### config.mk
export PLATFORM = sky130hd
export DESIGN_NAME = mmio_perf_counters_flat
export DESIGN_NICKNAME = d
export VERILOG_FILES = /design/src/rtl/mmio_perf_counters_pkg.sv /design/src/rtl/mmio_perf_counters_if.sv /design/src/rtl/mmio_perf_counters_slice.sv /design/src/rtl/mmio_perf_counters.sv /design/src/flat_wrapper.sv
export SDC_FILE = /design/constraint.sdc
export NUM_CORES = 1
export LEC_CHECK = 0
export BUFFER_PORTS_ARGS = -buffer_cell sky130_fd_sc_hd__buf_2
export CORE_MARGIN = 5
export CORE_UTILIZATION = 45
export CTS_CLUSTER_SIZE = 30
export DETAILED_ROUTE_END_ITERATION = 8
export GPL_TIMING_DRIVEN = 1
export SYNTH_ARGS = -nofsm -noshare
export SYNTH_HDL_FRONTEND = slang
export SYNTH_SLANG_ARGS = --single-unit
### constraint.sdc
create_clock -name clk -period 3.1 [get_ports clk]
set_input_delay 0.31 -clock clk [delete_from_list [all_inputs] [get_ports clk]]
set_output_delay 0.31 -clock clk [all_outputs]
set_load 0.005 [all_outputs]
### src/rtl/mmio_perf_counters_pkg.sv
// Shared constants for the memory-mapped performance counter block.
// Control offsets are relative to the control base, which sits at 4*NUM_CNT.
package mmio_perf_pkg;

  localparam int unsigned MAX_CNT = 8;

  localparam logic [31:0] ENABLE_OFS   = 32'h0;
  localparam logic [31:0] CLEAR_OFS    = 32'h4;
  localparam logic [31:0] OVF_OFS      = 32'h8;
  localparam logic [31:0] SNAP_OFS     = 32'hC;
  localparam logic [31:0] SNAPBASE_OFS = 32'h40;

  // Byte offset from BASE_ADDR of a control register for a given counter count.
  function automatic logic [31:0] ctrl_ofs(input int unsigned num_cnt, input logic [31:0] rel);
    return 32'(4 * num_cnt) + rel;
  endfunction

endpackage

### src/rtl/mmio_perf_counters_if.sv
// CPU memory-stage access port for the performance counter block.
interface mmio_perf_counters_if;
  // we/re are single-cycle strobes, one access per cycle; there is no stall.
  // A load presents rdata on the cycle after re and holds it until the next re.
  logic [31:0] addr;
  logic [31:0] wdata;
  logic        we;
  logic        re;
  logic [31:0] rdata;

  modport master (output addr, output wdata, output we, output re, input rdata);
  modport slave  (input addr, input wdata, input we, input re, output rdata);
endinterface

### src/rtl/mmio_perf_counters_slice.sv
// One event counter: counts gated events, clears synchronously, wraps silently
// and reports the wrap as a one-cycle overflow pulse.
module perf_counter_slice #(
  parameter int unsigned CNT_WIDTH = 32
) (
  input  logic                 clk,
  input  logic                 rst_n,
  input  logic                 inc,
  input  logic                 en,
  input  logic                 clr,
  output logic [CNT_WIDTH-1:0] count,
  output logic                 ovf_pulse
);

  logic bump;

  // A clear suppresses both the increment and the overflow it would cause.
  assign bump      = inc & en & ~clr;
  assign ovf_pulse = bump & (&count);

  always_ff @(posedge clk or negedge rst_n) begin
    if (!rst_n) begin
      count <= '0;
    end else if (clr) begin
      count <= '0;
    end else if (bump) begin
      count <= count + CNT_WIDTH'(1);
    end
  end

endmodule

### src/rtl/mmio_perf_counters.sv
// Memory-mapped bank of event counters with enable mask, clear, sticky
// overflow flags and a snapshot bank, readable over a one-cycle-latency port.
module mmio_perf_counters
  import mmio_perf_pkg::*;
#(
  parameter int unsigned NUM_CNT   = 4,
  parameter int unsigned CNT_WIDTH = 32,
  parameter logic [31:0] BASE_ADDR = 32'h8000_0010
) (
  input  logic                 clk,
  input  logic                 rst_n,
  mmio_perf_counters_if.slave  bus,
  input  logic [NUM_CNT-1:0]   inc
);

  localparam logic [31:0] ENABLE_ADDR = ctrl_ofs(NUM_CNT, ENABLE_OFS);
  localparam logic [31:0] CLEAR_ADDR  = ctrl_ofs(NUM_CNT, CLEAR_OFS);
  localparam logic [31:0] OVF_ADDR    = ctrl_ofs(NUM_CNT, OVF_OFS);
  localparam logic [31:0] SNAP_ADDR   = ctrl_ofs(NUM_CNT, SNAP_OFS);

  logic [31:0]          ofs;
  logic                 wr_enable;
  logic                 wr_clear;
  logic                 wr_ovf;
  logic                 wr_snap;
  logic [NUM_CNT-1:0]   wmask;
  logic [NUM_CNT-1:0]   clr_mask;
  logic [NUM_CNT-1:0]   enable_q;
  logic [NUM_CNT-1:0]   ovf_q;
  logic [NUM_CNT-1:0]   ovf_pulse;
  logic [CNT_WIDTH-1:0] cnt    [NUM_CNT];
  logic [CNT_WIDTH-1:0] snap_q [NUM_CNT];
  logic [31:0]          rd_next;
  logic [31:0]          rdata_q;
  logic                 unused_wdata;

  // Misaligned addresses never match an aligned register offset, so they fall
  // through to the unmapped case.
  assign ofs       = bus.addr - BASE_ADDR;
  assign wmask     = bus.wdata[NUM_CNT-1:0];
  assign wr_enable = bus.we && (ofs == ENABLE_ADDR);
  assign wr_clear  = bus.we && (ofs == CLEAR_ADDR);
  assign wr_ovf    = bus.we && (ofs == OVF_ADDR);
  assign wr_snap   = bus.we && (ofs == SNAP_ADDR);
  assign clr_mask  = wr_clear ? wmask : '0;

  assign unused_wdata = ^bus.wdata;

  for (genvar g = 0; g < NUM_CNT; g++) begin : g_slice
    perf_counter_slice #(
      .CNT_WIDTH (CNT_WIDTH)
    ) u_slice (
      .clk       (clk),
      .rst_n     (rst_n),
      .inc       (inc[g]),
      .en        (enable_q[g]),
      .clr       (clr_mask[g]),
      .count     (cnt[g]),
      .ovf_pulse (ovf_pulse[g])
    );
  end

  always_ff @(posedge clk or negedge rst_n) begin
    if (!rst_n) begin
      enable_q <= '1;
    end else if (wr_enable) begin
      enable_q <= wmask;
    end
  end

  // A fresh overflow on the same edge as a write-1-to-clear keeps the flag set.
  always_ff @(posedge clk or negedge rst_n) begin
    if (!rst_n) begin
      ovf_q <= '0;
    end else begin
      ovf_q <= (ovf_q & ~(wr_ovf ? wmask : '0)) | ovf_pulse;
    end
  end

  // Snapshots take the registered counts, i.e. the values before this edge's increment.
  always_ff @(posedge clk or negedge rst_n) begin
    if (!rst_n) begin
      for (int i = 0; i < NUM_CNT; i++) begin
        snap_q[i] <= '0;
      end
    end else if (wr_snap) begin
      for (int i = 0; i < NUM_CNT; i++) begin
        snap_q[i] <= cnt[i];
      end
    end
  end

  always_comb begin
    rd_next = '0;
    for (int i = 0; i < NUM_CNT; i++) begin
      if (ofs == 32'(4 * i)) begin
        rd_next[CNT_WIDTH-1:0] = cnt[i];
      end
      if (ofs == SNAPBASE_OFS + 32'(4 * i)) begin
        rd_next[CNT_WIDTH-1:0] = snap_q[i];
      end
    end
    if (ofs == ENABLE_ADDR) begin
      rd_next[NUM_CNT-1:0] = enable_q;
    end
    if (ofs == OVF_ADDR) begin
      rd_next[NUM_CNT-1:0] = ovf_q;
    end
  end

  // Sampled from pre-edge state, so a coincident store is not visible yet.
  always_ff @(posedge clk or negedge rst_n) begin
    if (!rst_n) begin
      rdata_q <= '0;
    end else if (bus.re) begin
      rdata_q <= rd_next;
    end
  end

  assign bus.rdata = rdata_q;

endmodule
### src/flat_wrapper.sv
// flat-port wrapper written by rule: the top's interface ports become plain ports
module mmio_perf_counters_flat import mmio_perf_pkg::*;
#(
  parameter int unsigned NUM_CNT   = 4,
  parameter int unsigned CNT_WIDTH = 32,
  parameter logic [31:0] BASE_ADDR = 32'h8000_0010
)
  (clk, rst_n, inc, bus_addr, bus_wdata, bus_we, bus_re, bus_rdata);
  mmio_perf_counters_if bus_i ();
  input  logic clk;
  input  logic rst_n;
  input  logic [NUM_CNT-1:0] inc;
  input wire logic [$bits(bus_i.addr)-1:0] bus_addr;
  input wire logic [$bits(bus_i.wdata)-1:0] bus_wdata;
  input wire logic [$bits(bus_i.we)-1:0] bus_we;
  input wire logic [$bits(bus_i.re)-1:0] bus_re;
  output wire logic [$bits(bus_i.rdata)-1:0] bus_rdata;
  assign bus_i.addr = bus_addr;
  assign bus_i.wdata = bus_wdata;
  assign bus_i.we = bus_we;
  assign bus_i.re = bus_re;
  assign bus_rdata = bus_i.rdata;
  mmio_perf_counters #(.NUM_CNT(NUM_CNT), .CNT_WIDTH(CNT_WIDTH), .BASE_ADDR(BASE_ADDR)) u_core (.clk(clk), .rst_n(rst_n), .bus(bus_i), .inc(inc));
endmodule
==> metrics.md, run 1 <==
| Metric | Value |
|---|---|
| Status | `completed` |
| Startpoint Class | `flop` |
| Fin crit share | `84.3%` |
| PortBufs | `75` |
| Top-area cell type share of the netlist area | `47.7%` |
| CTS HTree Levels | `2` |
| P&R area growth vs syn | `17.0%` |
| Synth Area per Inst | `10.4 um^2` |
| M1 WL | `20500 um` |
| Nets | `1680` |
| Clk sink count | `296` |
| Met3 wire len | `2820 um` |
| Detailed Place HPWL | `32400 um` |
| Arrival time at the worst endpoint | `3030 ps` |
| GP Congestion | `0.907` |
| HP Class | `in -> reg` |
| Num CTS Buffers | `34` |
| Clock slew seen by the registers of the worst setup and hold paths | `60 ps` |
| Uppermost layer routed | `met4` |
| CTS tree | `done` |
| Clock latency on the worst-skew pair | `510 ps` |
| Worst reg2reg setup slack | `490 ps` |
| Ys async rst share | `100%` |
| Longest Clk Path Bufs | `3` |
| CTS root buffer | `clkbuf_16` |
| PwrDens | `446 nW/um^2` |
| Sequential area share after synthesis | `48.4%` |
| Hold Buf Count CTS | `1` |
| Yosys reg bits | `296` |
| Mapped Area | `15300 um^2` |
| Via count | `12100` |
| Full die area | `37800 um^2` |
| Cts repair resizes | `0` |
| Post-synth top cells | `292 x dfrtp_1, 197 x nor2_1, 102 x nand2_1, 101 x mux2_2, 64 x xor2_1` |
| # setup viols final | `0` |
| Tot Pwr | `7.99 mW` |
| Minimum clock period | `2610 ps` |
| Ys flop type | `dfrtp_1` |
| Vias per cell | `5.84` |
| Vias in the first global route | `12000` |
| Leak | `8.25 nW` |
| Final antenna-violating net count | `0` |
| Top-level I/O count | `104` |
| Post-synth EDFFs | `0` |
| Die width | `194 um` |
| Non-Filler Instances | `2072` |
| N_diodes | `0` |
| Slew Limit Fails | `0` |
| Most numerous cell in the Yosys netlist | `dfrtp_1` |
| Yosys warns | `0` |
| Filler Cell Count | `3001` |
| Final Hold Vio Count | `0` |
| Num rows | `67` |
| Fmax achieved | `382 MHz` |
| Worst reg2reg path depth | `6` |
| Worst r2r src | `u_core.enable_q[3]` |
| Hold-critical path endpoint | `u_core.ovf_q[2]` |
| Antenna violations before repair | `0` |
| # DRC | `0` |
| Worst slew margin relative to its limit | `39.7%` |
| Dpl cells | `2015` |
| Max VDD drop | `0.000314 V` |
| Cells after Synth | `1479` |
| Critical path required time | `3520 ps` |
| DRT iter0 DRCs | `909` |
| Top post-synthesis cells by area | `dfrtp_1 48%, mux2_2 7.4%, nor2_1 4.8%, xor2_1 3.7%, xnor2_1 3.4%` |
| Setup CP Type | `reg -> reg` |
| Setup Fix Bufs, Post-CTS | `0` |
| Max FO, Critical Path | `7` |
| Gr ovfl total | `0` |
| Hold Path Origin | `bus_wdata[2]` |
| Pin count of the biggest net entering global routing | `89` |
| Synth cell types | `75` |
| Chip height | `194 um` |
| Met2 routed WL | `20000 um` |
| Area leader, netlist | `dfrtp_1` |
| Final Core Density | `53.4%` |
| Pre-CTS setup slack | `64.6 ps` |
| Gr usage total | `23.4%` |
| Tightest Pin Transition | `896 ps` |
| Reg2reg end | `u_core.ovf_q[3]` |
| Worst Hold Depth | `2` |
| CP endpoint kind | `flop` |
| Share of cells above drive strength 1 | `21.6%` |
| Worst Skew | `10.2 ps` |
| Initial Util | `45.7%` |
| Syn Nets | `1555` |
| First-pass GRT wire length | `70600 um` |
| Wire per inst | `21.5 um` |
| First drt pass iteration count | `7` |
| Max cap viols | `0` |
| Post-route setup slack | `485 ps` |
| Total core area | `33500 um^2` |
| Fin Setup TNS | `0 ps` |
| Final wirelength | `44600 um` |
| RSZ-0062 raised after global routing | `no` |
[final cells by class]
class / instances / area (um^2) / share of cell area [%]
multi-input combinational: 1074 / 7450 / 41.6
sequential: 296 / 7410 / 41.4
timing repair buffer: 166 / 1320 / 7.37
clock buffer: 54 / 1040 / 5.79
tap: 448 / 561 / 3.13
inverter: 32 / 120 / 0.670
clock inverter: 2 / 13.8 / 0.0768
[placed cells by master, fill, tap and decap left out, drive strengths merged, types with 26 or more instances in the layout]
cell type,instances
o21ai,33
clkbuf,54
nor3,46
a221oi,26
inv,33
nand3,61
dfrtp,292
xor2,65
o22ai,30
nand2,102
nand4,33
mux2,131
xnor2,60
nor2,197
nor4,30
buf,165
and3,28
[stage by stage]
| step | hold WS [ps] | instance area [um^2] |
|---|---|---|
| final | 93.4 | 17900 |
| after global placement | 397 | 16900 |
| after CTS | 77.3 | 17900 |
| after global routing | 93.7 | 17900 |
| after detailed placement | 389 | 16900 |
| after floorplan | 14.4 | 15300 |
[sequential cells by signal (all words and copies together) (netlist names)]
| signal | flops |
|---|---|
| u_core.g_slice.u_slice.count | 128 |
| u_core.bus.rdata | 32 |
| u_core.enable_q | 4 |
| u_core.snap_q | 128 |
| u_core.ovf_q | 4 |
[layer usage]
metal | up-vias | GRT usage, %
met1 | 6035 | 33.5
met2 | 352 | 36.0
met4 | 0 | 6.72
met3 | 81 | 4.97
li1 | 5641 | -
met5 | - | 0
[critical path, cell delays in order, from the launching register on]
cell	delay, ps
dfstp_2	600
and4_1	300
and2_0	320
and4_1	370
and3_1	340
nand4_1	340
o21ai_0	250
[kinds of logic (layout without fill, tap and decap cells)]
logic type	after synthesis	after routing	synth area share, %
and+or+nand+nor	570	570	19.0
buffers and inverters	109	254	3.23
adders and majority gates	4	4	0.327
AOI/OAI and AO/OA	242	242	12.0
DFF	296	296	48.4
xor gates and xnor gates	125	125	7.20
muxes	133	133	9.76
[how the worst max path moves through the flow]
stage          slack [ps]                   end                from
3_3_place_gp          100  u_core.bus.rdata[19]        bus_addr[16]
4_1_cts               500       u_core.ovf_q[3]  u_core.enable_q[3]
3_5_place_dp           60     u_core.snap_q[90]        bus_addr[18]
6_report              490       u_core.ovf_q[3]  u_core.enable_q[3]
2_1_floorplan         480     u_core.snap_q[54]         bus_addr[6]
5_1_grt               360       u_core.ovf_q[3]  u_core.enable_q[3]
[where the power goes]
part,switching (mW),internal [mW]
sequential,0.00519,3.87
clock,1.55,2.28
combinational,0.199,0.0874
No activity file was read; power rests on OpenSTA's default activity.
==> run 2, diff against run 1 <==
- clock period: 3.1 -> 2.53 ns (I/O delays scaled with it)
==> metrics.md, run 2 (synthesis gave the netlist of run 1 again) <==
| Metric | Value |
|---|---|
| Total core area | `33500 um^2 (unchanged)` |
| Arrival time at the worst endpoint | `2790 ps (-240 ps)` |
| CTS HTree Levels | `2 (unchanged)` |
| Final Hold Vio Count | `0 (unchanged)` |
| Share of cells above drive strength 1 | `26.8% (+5.2 points)` |
| Met3 GRT Util | `3.83% (-1.1 points)` |
| Gr ovfl total | `0 (unchanged)` |
| Wire per inst | `20.8 um (-3.6%)` |
| Global routing's busiest layer | `met1` |
| Hold-critical path endpoint | `u_core.enable_q[3]` |
| Setup CP Type | `in -> reg` |
| Startpoint Class | `primary input` |
| Chip height | `194 um (unchanged)` |
| Fmax achieved | `418 MHz` |
| Clk sink count | `296 (unchanged)` |
| Max FO, Critical Path | `5 (-2)` |
| Max VDD drop | `0.000511 V (+63%)` |
| Die width | `194 um (unchanged)` |
| CTS tree | `done` |
| Most common cell after layout, fill and taps aside | `dfrtp_1` |
| Worst Hold Depth | `2 (unchanged)` |
| Num CTS Buffers | `35 (+2.9%)` |
| First-pass GRT wire length | `72800 um (+3.1%)` |
| Nets | `1787 (+6.4%)` |
| CTS root buffer | `clkbuf_16` |
| Worst r2r src | `u_core.g_slice[1].u_slice.count[23]` |
| Commonest non-fill, non-tap cells in the layout | `292 x dfrtp_1, 197 x nor2_1, 172 x buf_4` |
| Dpl cells | `2120 (+5.2%)` |
| Initial Util | `45.7% (unchanged)` |
| Via count | `12600 (+3.8%)` |
| Top-level I/O count | `104 (unchanged)` |
| Antenna violations before repair | `1 (+1)` |
| DRT iter0 DRCs | `948 (+4.3%)` |
| Worst slew margin relative to its limit | `38.5% (-1.2 points)` |
| Non-Filler Instances | `2184 (+5.4%)` |
| Tightest Pin Transition | `914 ps (+17.4 ps)` |
| Max cap viols | `0 (unchanged)` |
| Hold Path Origin | `bus_wdata[3]` |
| Final antenna-violating net count | `0 (unchanged)` |
| GP Congestion | `0.909 (+0.25%)` |
| Num rows | `67 (unchanged)` |
| Worst reg2reg path depth | `7 (+1)` |
| # DRC | `0 (unchanged)` |
| Worst Skew | `19.3 ps (+9.04 ps)` |
| Met1 GRT Util | `36.3% (+2.8 points)` |
| Status | `completed` |
| Leak | `8.81 nW (+6.8%)` |
| Gr usage total | `23.8% (+0.48 points)` |
| First drt pass iteration count | `5 (-2)` |
| Vias in the first global route | `12400 (+3.7%)` |
| Worst reg2reg setup slack | `190 ps (-300 ps)` |
| Clock latency on the worst-skew pair | `510 ps (about the same)` |
| RSZ-0062 raised after global routing | `no` |
| Critical path required time | `2920 ps (-600 ps)` |
| HP Class | `in -> reg` |
| Longest Clk Path Bufs | `3 (unchanged)` |
| CP endpoint kind | `flop` |
| Pin count of the biggest net entering global routing | `77 (-13%)` |
| Minimum clock period | `2400 ps` |
| P&R area growth vs syn | `23.0%` |
| PwrDens | `537 nW/um^2 (+20%)` |
| Detailed Place HPWL | `34000 um (+4.8%)` |
| PortBufs | `75 (unchanged)` |
| Clock slew seen by the registers of the worst setup and hold paths | `60 ps (about the same)` |
| GR Util met2 | `36.3% (+0.23 points)` |
| Full die area | `37800 um^2 (unchanged)` |
| Fin crit share | `94.7%` |
| # setup viols final | `0 (unchanged)` |
| Slew Limit Fails | `0 (unchanged)` |
| Vias per cell | `5.75 (-1.5%)` |
| Post-route setup slack | `135 ps (-350 ps)` |
| N_diodes | `0 (unchanged)` |
| Pre-CTS setup slack | `-497 ps (-561 ps)` |
| Final wirelength | `45400 um (+1.6%)` |
| Reg2reg end | `u_core.ovf_q[1]` |
-- run 2: cell count changes in the layout (fill, tap and decap cells not counted), sizes merged --
cell	change
buf	+105
clkinv	+8
clkbuf	-7
bufinv	+3
clkinvlp	+2
dlygate4sd3	+1
-- run 2: cell type report --
type	count	area, um^2
flip-flops and latches	296	7410
well taps	448	561
multi-input cells	1074	7480
clock inverters	15	159
repair buffers	272	2160
fillers	3000	14700
inverters	32	120
clock buffers	47	951
-- run 2: routing by layer --
layer | wire (um) | vias to the layer above | share of wire, %
met5 | 13 | - | 0.029
li1 | - | 5861 | -
met4 | 858 | 2 | 1.9
met2 | 20400 | 313 | 45
met3 | 2630 | 59 | 5.8
met1 | 21500 | 6332 | 47
-- run 2: timing repair --
action	4_1_cts	5_1_grt
buffers inserted	0	0
hold buffers	2	0
endpoints found under the hold margin	66	0
gates resized for setup	0	4
endpoints found under the setup margin	0	4
-- run 2: how the worst max path moves through the flow --
stage / from / endpoint / slack (ps) / cells after the start
after global routing: bus_addr[18] / u_core.g_slice[1].u_slice.count[29] / 10 / 12
after CTS: bus_addr[16] / u_core.bus.rdata[12] / 20 / 11
after global placement: bus_addr[16] / u_core.bus.rdata[12] / -450 / 11
final: bus_addr[16] / u_core.bus.rdata[12] / 130 / 11
after floorplan: bus_addr[6] / u_core.snap_q[54] / 40 / 10
after detailed placement: bus_addr[16] / u_core.bus.rdata[12] / -500 / 11
-- run 2: report_power, final --
part	internal, mW	total, mW	switching, mW	leakage [nW]
clock network	2.95	4.97	2.02	0.546
logic	0.140	0.396	0.256	4.23
registers	4.74	4.75	0.00773	4.03
-- run 2: stage by stage --
step                      power, mW  util (%)  cell area, um^2  TNS, ps  hold slack [ps]
after detailed placement       5.23      52.8            17700   -58680              280
after CTS                      10.2      56.1            18800        0             14.8
after floorplan                4.95         -            15300        0            -42.6
final                          10.1      56.2            18800        0             31.4
after global placement         5.23      52.8            17700   -51860              281
after global routing           10.5      56.2            18800        0             37.9
-- run 2: critical path, cell delays in order --
cell	delay, ps
buf_2	110
or3_4	380
or4_4	530
o31ai_1	210
buf_4	160
or2_1	240
buf_4	190
o22ai_1	100
a221oi_2	390
buf_4	170
o21ai_1	50
==> run 3, diff against run 2 <==
- CORE_ASPECT_RATIO: unset -> 0.9
- REMOVE_ABC_BUFFERS: unset -> 1
==> metrics.md, run 3 (synthesis gave the netlist of run 1 again) <==
| Metric | Value |
|---|---|
| Reg2reg end | `u_core.ovf_q[1]` |
| Clk sink count | `296 (unchanged)` |
| Status | `completed` |
| Nets | `1822 (+2.0%)` |
| Final Cell Area | `19100 um^2 (+1.5%)` |
| Worst r2r src | `u_core.g_slice[1].u_slice.count[24]` |
| Arrival time at the worst endpoint | `2870 ps (+80 ps)` |
| CTS HTree Levels | `1 (-1)` |
| Critical path required time | `3010 ps (+90 ps)` |
| Fin crit share | `94.5% (-0.20 points)` |
| Worst Skew | `8.28 ps (-11.0 ps)` |
| Setup CP Type | `in -> reg` |
| Hold Path Origin | `bus_wdata[0]` |
| Non-Filler Instances | `2228 (+2.0%)` |
| RSZ-0062 raised after global routing | `no` |
| Max VDD drop | `0.000479 V (-6.4%)` |
| Gr usage total | `24.7% (+0.84 points)` |
| Gr ovfl total | `0 (unchanged)` |
| Die width | `204 um (+5.1%)` |
| First drt pass iteration count | `5 (unchanged)` |
| CTS root buffer | `clkbuf_16` |
| Worst reg2reg path depth | `8 (+1)` |
| CP Depth | `10 (-1)` |
| CP endpoint kind | `flop` |
| Pre-CTS setup slack | `-544 ps (-47.1 ps)` |
| Total core area | `33800 um^2 (+0.78%)` |
| Setup Fix Bufs, Post-CTS | `0 (unchanged)` |
| Startpoint Class | `primary input` |
| Worst path max stage delay | `660 ps (+130 ps)` |
| Detailed Place HPWL | `34900 um (+2.7%)` |
| Filler Cell Count | `2994 (-0.20%)` |
| Hold-critical path endpoint | `u_core.ovf_q[0]` |
| Pin count of the biggest net entering global routing | `70 (-9.1%)` |
| DRT iter0 DRCs | `1107 (+17%)` |
| CTS tree | `done` |
| Dpl cells | `2168 (+2.3%)` |
| Wire per inst | `20.9 um (+0.45%)` |
| Smallest hold slack | `20.5 ps (-10.9 ps)` |
| Initial Util | `45.3% (-0.35 points)` |
| Slew Limit Fails | `0 (unchanged)` |
| Longest Clk Path Bufs | `3 (unchanged)` |
| Vias per cell | `5.72 (-0.54%)` |
| Num rows | `64 (-4.5%)` |
| Slowest-stage cell, CP | `or4_1` |
| WP buf/inv | `3 (-1)` |
| Num CTS Buffers | `31 (-11%)` |
| Max cap viols | `0 (unchanged)` |
| Final antenna-violating net count | `0 (unchanged)` |
| PortBufs | `75 (unchanged)` |
| Clock slew seen by the registers of the worst setup and hold paths | `60 ps (about the same)` |
| Commonest non-fill, non-tap cells in the layout | `292 x dfrtp_1, 197 x nor2_1, 197 x buf_4` |
| Fmax achieved | `418 MHz (+0.21%)` |
| Post-route setup slack | `140 ps (+5.06 ps)` |
| Full die area | `37800 um^2 (about the same)` |
| Share of cells above drive strength 1 | `27.7% (+0.90 points)` |
| Worst Hold Depth | `3 (+1)` |
| N_diodes | `0 (unchanged)` |
| Post-placement cell area | `18100 um^2 (+2.1%)` |
| Most common cell after layout, fill and taps aside | `dfrtp_1` |
| Minimum clock period | `2390 ps (-5.06 ps)` |
| # DRC | `0 (unchanged)` |
| HP Class | `in -> reg` |
| Final Core Density | `56.6% (+0.39 points)` |
| First-pass GRT wire length | `73600 um (+1.2%)` |
| P&R area growth vs syn | `24.8%` |
| Chip height | `185 um (-4.9%)` |
| Vias in the first global route | `12600 (+1.6%)` |
| # setup viols final | `0 (unchanged)` |
| PwrDens | `500 nW/um^2 (-7.0%)` |
| Final wirelength | `46500 um (+2.5%)` |
| Worst slew margin relative to its limit | `37.8% (-0.76 points)` |
| Antenna violations before repair | `1 (unchanged)` |
| Max FO, Critical Path | `6 (+1)` |
| CP delay by family, top | `simple AND/OR/NAND/NOR gates` |
| Clock latency on the worst-skew pair | `560 ps (+50 ps)` |
| GP Congestion | `0.883 (-2.8%)` |
| Leak | `9.00 nW (+2.1%)` |
| Tightest Pin Transition | `925 ps (+11.4 ps)` |
| Final Hold Vio Count | `0 (unchanged)` |
| Worst reg2reg setup slack | `190 ps (about the same)` |
| Top-level I/O count | `104 (unchanged)` |
| Worst-path cell chain | `buf_2, or4_1, nor3_1, o21ai_1, or4_1, buf_4, o22ai_1, a221oi_2, buf_4, o21ai_1` |
| Via count | `12800 (+1.5%)` |
[run 3: power by group]
group | leakage (nW) | internal, mW | switching [mW]
Combinational | 4.49 | 0.149 | 0.261
Sequential | 4.03 | 4.74 | 0.00577
Clock | 0.474 | 2.54 | 1.85
[run 3: worst max-delay path by stage]
stage,from,endpoint
detailed placement,bus_addr[16],u_core.bus.rdata[4]
global placement,bus_addr[16],u_core.bus.rdata[4]
floorplan,bus_addr[18],u_core.snap_q[0]
finish,bus_addr[18],u_core.bus.rdata[19]
CTS,bus_addr[16],u_core.bus.rdata[4]
global route,bus_addr[16],u_core.bus.rdata[4]
[run 3: what timing repair did]
action	CTS	global route
hold buffers	7	0
endpoints found under the hold margin	66	0
resized for setup	0	3
endpoints found under the setup margin	0	3
[run 3: layer usage]
layer  vias up  global-route usage, %  part of all wire, %
li1       5915                      -                    -
met1      6396                   37.6                   47
met2       376                   36.8                   43
met3        62                   4.59                  6.9
met4         2                   5.44                  2.5
met5         -                      0                0.037
[run 3: area by class of cell]
type / instances / area, um^2 / area share, %
clock buffers: 48 / 910 / 4.76
clock inverters: 5 / 50.0 / 0.262
inverters: 32 / 120 / 0.628
multi-input cells: 1074 / 7470 / 39.1
flip-flops and latches: 296 / 7410 / 38.8
well taps: 462 / 578 / 3.02
repair buffers: 311 / 2570 / 13.5
[run 3: worst register-to-register path, stage by stage, from the launching register on]
cell,delay [ps]
dfrtp_1,390
inv_1,110
nor4_1,310
buf_4,170
nand3_1,100
or3_1,350
or3_1,520
a21o_1,240
o211ai_1,80
[run 3: metrics by stage]
stage | TNS, ps | total power, mW
after floorplan | -1301780 | 4.93
after global placement | -88320 | 5.24
after detailed placement | -83830 | 5.24
after CTS | 0 | 9.64
after global routing | 0 | 9.89
final | 0 | 9.55
